File: config.mk
export PLATFORM = sky130hd
export DESIGN_NAME = adc_gearbox_nx1
export DESIGN_NICKNAME = d
export VERILOG_FILES = /design/src/rtl/rf_gearbox_pkg.sv /design/src/rtl/gearbox_word_buf.sv /design/src/rtl/adc_gearbox_nx1.sv
export SDC_FILE = /design/constraint.sdc
export NUM_CORES = 1
export LEC_CHECK = 0
export ABC_AREA = 1
export BUFFER_PORTS_ARGS = -buffer_cell sky130_fd_sc_hd__buf_4
export CAP_MARGIN = 20
export CORE_UTILIZATION = 52
export CTS_CLUSTER_SIZE = 40
export DETAILED_ROUTE_END_ITERATION = 8
export GPL_ROUTABILITY_DRIVEN = 0
export PLACE_DENSITY = 0.76
export SLEW_MARGIN = 20
export SYNTH_ARGS = -nofsm -noshare
export SYNTH_HDL_FRONTEND = slang
export SYNTH_HIERARCHICAL = 1
export SYNTH_SLANG_ARGS = --single-unit
File: constraint.sdc
create_clock -name clk -period 8.15 [get_ports clk]
set_clock_uncertainty 0.2 [all_clocks]
set_input_delay 1.2225 -clock clk [delete_from_list [all_inputs] [get_ports clk]]
set_output_delay 1.2225 -clock clk [all_outputs]
set_load 0.01 [all_outputs]
File: src/rtl/rf_gearbox_pkg.sv
// rf_gearbox_pkg: shared limits, phase-width helper and I/Q packing order for the ADC gearboxes
package rf_gearbox_pkg;
    localparam int MAX_SPC = 16;
    localparam bit IQ_ORDER_QI = 1'b0;
    localparam bit IQ_ORDER_IQ = 1'b1;

    function automatic int phase_w(input int spc);
        return (spc > 1) ? $clog2(spc) : 1;
    endfunction
endpackage

File: src/rtl/gearbox_word_buf.sv
// gearbox_word_buf: 2-entry word FIFO, head visible on dout, push accepted when not full or popping
module gearbox_word_buf #(
    parameter int W = 128
) (
    input  logic         clk,
    input  logic         reset_n,
    input  logic         flush,
    input  logic         push,
    input  logic         pop,
    input  logic [W-1:0] din,
    output logic [W-1:0] dout,
    output logic [1:0]   count,
    output logic         full
);
    logic [W-1:0] mem [2];
    logic rd_ptr, wr_ptr, do_pop, do_push;

    assign full    = count == 2'd2;
    assign do_pop  = pop && count != 2'd0;
    assign do_push = push && (!full || do_pop);
    assign dout    = mem[rd_ptr];

    always_ff @(posedge clk) begin
        if (!reset_n || flush) begin
            rd_ptr <= 1'b0;
            wr_ptr <= 1'b0;
            count  <= 2'd0;
        end else begin
            if (do_push) begin
                mem[wr_ptr] <= din;
                wr_ptr      <= ~wr_ptr;
            end
            if (do_pop) rd_ptr <= ~rd_ptr;
            count <= count + {1'b0, do_push} - {1'b0, do_pop};
        end
    end
endmodule

File: src/rtl/adc_gearbox_nx1.sv
// adc_gearbox_nx1: serialises NUM_SPC-sample I/Q words into one registered {Q,I} sample per cycle
module adc_gearbox_nx1
    import rf_gearbox_pkg::*;
#(
    parameter int  NUM_SPC  = 4,
    parameter int  SAMPLE_W = 16,
    localparam int PW       = phase_w(NUM_SPC)
) (
    input  logic                        clk,
    input  logic                        reset_n,
    input  logic [NUM_SPC*SAMPLE_W-1:0] adc_i_in,
    input  logic [NUM_SPC*SAMPLE_W-1:0] adc_q_in,
    input  logic                        valid_in,
    input  logic                        enable,
    input  logic                        swap_iq,
    output logic [2*SAMPLE_W-1:0]       adc_out,
    output logic                        valid_out,
    output logic                        last_out,
    output logic [PW-1:0]               phase_out,
    output logic                        overflow,
    output logic                        underflow
);
    localparam int WW = NUM_SPC * SAMPLE_W;

    logic [2*WW-1:0] head;
    logic [1:0] count;
    logic full, emit, pop, drop, started;
    logic [PW-1:0] phase;
    logic [NUM_SPC-1:0][SAMPLE_W-1:0] head_i, head_q;
    logic [2*SAMPLE_W-1:0] sample;

    gearbox_word_buf #(.W(2 * WW)) u_buf (
        .clk    (clk),
        .reset_n(reset_n),
        .flush  (!enable),
        .push   (valid_in && enable),
        .pop    (pop),
        .din    ({adc_q_in, adc_i_in}),
        .dout   (head),
        .count  (count),
        .full   (full)
    );

    assign head_i = head[WW-1:0];
    assign head_q = head[2*WW-1:WW];
    assign emit   = enable && count != 2'd0;
    assign pop    = emit && phase == PW'(NUM_SPC - 1);
    assign drop   = valid_in && enable && full && !pop;
    assign sample = (swap_iq == IQ_ORDER_IQ) ? {head_i[phase], head_q[phase]}
                                             : {head_q[phase], head_i[phase]};

    // NUM_SPC is a power of two, so the phase counter wraps on its own at the pop
    always_ff @(posedge clk) begin
        if (!reset_n || !enable) begin
            phase     <= '0;
            started   <= 1'b0;
            overflow  <= 1'b0;
            underflow <= 1'b0;
            valid_out <= 1'b0;
            adc_out   <= '0;
            phase_out <= '0;
            last_out  <= 1'b0;
        end else begin
            phase     <= phase + PW'(emit);
            started   <= started | emit;
            overflow  <= overflow | drop;
            underflow <= underflow | (started && count == 2'd0);
            valid_out <= emit;
            adc_out   <= emit ? sample : '0;
            phase_out <= emit ? phase : '0;
            last_out  <= pop;
        end
    end
endmodule

# --- Yosys cells after proc, flatten, opt, wreduce, memory -nomap -nowiden ---
# Memories as Yosys holds them, arrays and structs flattened. A register that Yosys moved wholly into a read port is not among the register bits.
# Cells that the tools add are included.
classes:
  bitwise: 6
  n_addsub: 3
  n_reduce_logical: 17
  n_eq_ne: 2
  muxes: 10
  multipliers: 0
  n_lt_le_gt_ge: 1
  n_shift: 0
  n_div: 0
ops:
  columns: ["operator", "count"]
  rows:
  - ["16-bit binary-select mux with 2-bit select", 2]
  - ["16-bit 2-to-1 mux", 2]
  - ["32-bit 2-to-1 mux", 1]
  - ["1-bit logical AND", 8]
  - ["1-bit 2-to-1 mux", 5]
  - ["2-bit by 1-bit adder with 2-bit output", 2]
  - ["2-bit equality test (second input constant)", 2]
  - ["1-bit logical NOT", 4]
  - ["2-bit by 3-bit < comparator with 1-bit output (second input constant)", 1]
  - ["1-bit inverter", 3]
  - ["1-bit bitwise OR", 3]
  - ["2-bit logical NOT", 1]
  - ["1-bit logical OR", 2]
  - ["2-bit nonzero test", 1]
  - ["2-bit OR reduction", 1]
  - ["2-bit by 1-bit subtractor with 2-bit output", 1]
totals:
  latchBits: 0
  inputBits: 133
  output_inout_bits: 38
  ram_bits: 256
  mem_bits_ro: 0
  memories: 1
  reg_bits: 45
  wordCells: 51
mem_list:
  columns: ["memory", "words", "width", "rd", "rd_ports_with_merged_regs", "write_ports", "line_no", "text"]
  rows:
  - ["u_buf.mem", 2, 128, 1, 1, 1, "gearbox_word_buf.sv:15", "logic [W-1:0] mem [2];"]

# --- Longest topological paths before layout ---
depth:
  depth_word: 9
  ltp_mapped: 17
  ltp_nobuf: 15

# --- By module ---
# The synthesis kept the hierarchy.
by_module_without_submodules:
  columns: ["mod", "instances", "cells_each", "area_per_inst_um2", "seq_area_each_um2"]
  rows:
  - ["gearbox_word_buf", 1, 441, 9572.9, 7787.5]
  - ["adc_gearbox_nx1", 1, 455, 2596.2, 820.8]

# --- Worst setup path after synthesis ---
# No wires, ideal clock.
synth_timing:
  kind: "input-to-reg"
  startpoint: "input port enable"
  endpoint: "memory u_buf.mem[1][0] (enable)"
  required_ns: 7.334
  arrival_time_ns: 7.046
  setup_slack_ns: 0.287
  setup_ns: 0.616
  n_path_buf: 0
  stages: 8
  path_cell_list: "inv_1 nor2_1 nand2_1 inv_1 inv_1 nand3_1 nand2_1 nor2_1"
synth_via:
  elab_chain_cells: 8
  elab_cells_between_ends: 11
  cone_classes: "mux (3); reduce/logical (8)"
synth_rtl:
  columns: ["item", "line_no", "text"]
  rows:
  - ["start, declared", "adc_gearbox_nx1.sv:14", "input logic enable,"]
  - ["1-bit logical AND", "adc_gearbox_nx1.sv:46", "assign emit = enable && count != 2'd0;"]
  - ["named net emit", "adc_gearbox_nx1.sv:27", "logic full, emit, pop, drop, started;"]
  - ["1-bit logical AND", "adc_gearbox_nx1.sv:47", "assign pop = emit && phase == PW'(NUM_SPC - 1);"]
  - ["named net pop", "adc_gearbox_nx1.sv:27", null]
  - ["1-bit logical AND", "gearbox_word_buf.sv:19", "assign do_pop = pop && count != 2'd0;"]
  - ["1-bit logical OR", "gearbox_word_buf.sv:20", "assign do_push = push && (!full || do_pop);"]
  - ["1-bit logical AND", "gearbox_word_buf.sv:20", null]
  - ["1-bit 2-to-1 mux", "gearbox_word_buf.sv:29", "if (do_push) begin"]
  - ["1-bit 2-to-1 mux", "gearbox_word_buf.sv:24", "if (!reset_n || flush) begin"]
  - ["1-bit 2-to-1 mux (not written as such)", "gearbox_word_buf.sv:30", "mem[wr_ptr] <= din;"]
  - ["end, declared", "gearbox_word_buf.sv:15", null]
# The timed path passes the listed nets, and every way through them passes these cells.

# --- Worst setup path after layout ---
layout_timing:
  startpoint: "register phase[0]"
  endpoint: "memory u_buf.mem[0][124] (enable)"
layout_via:
  elab_chain_cells: 8
layout_rtl:
  columns: ["item", "line_no", "text"]
  rows:
  - ["start, declared", "adc_gearbox_nx1.sv:28", "logic [PW-1:0] phase;"]
  - ["start signal, assigned", "adc_gearbox_nx1.sv:64", "phase <= phase + PW'(emit);"]
  - ["2-bit equality test", "adc_gearbox_nx1.sv:47", null]
  - ["1-bit logical AND", "adc_gearbox_nx1.sv:47", null]
  - ["named net pop", "adc_gearbox_nx1.sv:27", null]
  - ["1-bit logical AND", "gearbox_word_buf.sv:19", null]
  - ["1-bit logical OR", "gearbox_word_buf.sv:20", null]
  - ["1-bit logical AND", "gearbox_word_buf.sv:20", null]
  - ["1-bit 2-to-1 mux", "gearbox_word_buf.sv:29", null]
  - ["1-bit 2-to-1 mux", "gearbox_word_buf.sv:24", null]
  - ["1-bit 2-to-1 mux (not written as such)", "gearbox_word_buf.sv:30", null]
# The timed path passes the listed nets, and every way through them passes these cells.

==> results.py <==
metrics = {
    "drt": {
        "final_antenna_net_count": 0,
        "drt-total-wl_um": 26100,
        "drtIter0Drc": 567,
        "viasPerCell": 5.24,
        "drc": 0,
        "num_vias": 7331,
        "wl_per_cell_um": 18.7,
        "drt-pass1-iter-count": 5,
    },
    "floorplanning": {
        "core-area_sq_mm": 0.0228,
        "die_y_um": 155,
        "start_util_pct": 53.4,
        "chipWidth_um": 155,
        "die_area_sq_mm": 0.0240,
        "io_pins": 171,
        "fp-row-count": 55,
    },
    "final_layout": {
        "final_core_util_pct": 64.4,
        "layout.cells.non_filler": 1399,
        "diodes": 0,
        "area_growth_pct": 20.6,
        "drive_gt1_share_pct": 34.0,
        "fillers": 1658,
        "layout.nets": 1198,
    },
    "synthesis": {
        "synth_top_cell_by_area": "edfxtp_1",
        "synth.most_common_cell": "edfxtp_1",
        "syn_area_sq_mm": 0.0122,
        "synthesis.nets": 1032,
        "ys_ff_latch": 302,
        "synthFlopType": "edfxtp_1",
        "syn_inst": 896,
        "synthTopCellsByArea": "edfxtp_1, mux2_2, dfxtp_1, nand2_1, nand3_1",
        "synth_edf_count": 256,
        "synth_top_area_share_pct": 63.2,
        "synth_area_per_cell_sq_um": 13.6,
        "ys_seq_area_share_pct": 70.7,
        "synthTopCellsByCount": "edfxtp_1, nand2_1, mux2_2",
        "async_reset_ff_share_pct": 0,
        "synthDistinctLibCells": 19,
        "yosysWarnings": 6,
    },
    "timing": {
        "fin_crit_ps": 3800,
        "rsz0062_at_grt": "no",
        "hold_violations": 0,
        "setup_viol": 0,
        "hold_ws_ps": 267,
        "worstMarginPinSlew_ps": 1010,
        "clock.fmax_mhz": 263,
        "slew_headroom_pct": 32.3,
        "fin_crit_sh_pct": 46.6,
        "drv_slew": 0,
        "tns_ps": 0,
    },
    "clocking": {
        "cts_buffers": 30,
        "cts_buffer_depth": 3,
        "cts.htree.levels": 1,
        "cts_tree": "done",
        "ctsHoldBuffers": 0,
        "cts_root_buffer": "clkbuf_16",
        "post_cts_buffers": 0,
        "ctsResizeCount": 0,
        "clock_latency_ps": 540,
        "clock-sinks": 302,
        "clk_pin_slew_ps": 60,
    },
    "grt": {
        "overflow": 0,
        "grt_pass1_wl_um": 39500,
        "grt_max_degree": 72,
        "first_global_vias": 7379,
        "antenna_found_initial": 0,
        "grt_use_total_pct": 21.8,
    },
    "placement": {
        "numPortBuffers": 170,
        "placed_cells": 1343,
        "dp_hpwl_um": 16300,
    },
    "setup_path": {
        "slowest_stage": "buf_4",
        "worstPathMaxFanout": 71,
        "cp_cell_sequence": "buf_4 -> nand2_1 -> inv_1 -> nand2_1 -> inv_1 -> inv_1 -> nand3_1 -> nand3_1 -> inv_4 -> buf_4",
        "crit_family": "buffers and inverters",
        "cpMostUsedCell": "inv_1",
        "path_class": "register to register",
        "max_stage_delay_ps": 780,
        "worstSetupEndpointType": "register",
        "crit_required_ps": 8110,
        "cp_num_buf_inv": 6,
        "cp.arrival_ps": 3770,
        "worstSetupStartpointType": "register",
    },
    "run_status": {
        "outcome": "finished clean",
    },
    "run": {
        "drv_cap": 0,
    },
    "power_and_ir_drop": {
        "power_w": 0.00335,
        "irDropWorstVdd_mv": 0.158,
        "power_density_mw_per_mm2": 228,
        "p_leak_nw": 5.52,
    },
    "hold_path": {
        "hold_path.class": "register to register",
    },
}
-- sequential cells by signal (all words and copies together) (netlist names), 2 cells and up, named ones only --
signal and count:
phase 2, phase_out 2, adc_out 32, u_buf/mem 256, u_buf/count 2
-- worst reg2reg max path, stage by stage (launching register included) --
cell	delay, ps
dfxtp_2	310
buf_4	600
nand2_1	200
inv_1	90
nand2_1	70
inv_1	80
inv_1	50
nand3_1	90
nand3_1	160
inv_4	720
buf_4	820
-- final timing paths --
kind	from	to	slack, ps	cells past startpoint
max	phase[0]	u_buf/mem[0][124]	4350	10
min	started	started	270	2
max reg2reg	phase[0]	u_buf/mem[0][124]	4350	10
min reg2reg	started	started	270	2
-- layer usage --
layer,vias to the layer above,wire (um),track usage (%)
li1,3493,-,-
met5,-,0,0
met3,44,1740,3.62
met4,0,682,7.21
met1,3508,10600,27.7
met2,286,13100,37.9
-- power by group --
group	switching [W]	leakage, nW	internal (W)
logic	0.0000568	2.28	0.0000588
registers	0.00000408	2.68	0.00169
clock network	0.000568	0.556	0.000975
total	0.000629	5.52	0.00272
-- logic make-up after synthesis --
group	synth area share [%]
multiplexers	11.8
flip-flops	70.7
XOR/XNOR	0.0720
adder cells (fa/ha/maj)	0.308
AND/OR/NAND/NOR	11.9
buffers and inverters	3.72
AO/OA/AOI/OAI	1.44
-- metrics by stage --
stage	instance area (sq um)	setup slack, ps
after floorplan	12200	287
after global placement	13500	4050
after detailed placement	13500	4020
after CTS	14700	4360
after global routing	14700	4120
final	14700	4350
-- area by class of cell --
cell class,count,area [sq um],share of cell area (%)
clock buffers,36,825,5.62
clock inverters,20,314,2.14
inverters,22,85.1,0.580
multi-input cells,528,3120,21.2
flip-flops and latches,302,8610,58.7
well taps,313,392,2.67
repair buffers,178,1340,9.10
-- layout by cell type, fill, tap and decap left out, drive strengths merged, types with 8 or more instances in the layout --
master and n:
mux2 128, nand2 239, a21oi 35, bufinv 8, clkbuf 36, buf 178
inv 24, nor2 54, dfxtp 46, edfxtp 256, nand3 68
Power figures use the tool's default switching activity.
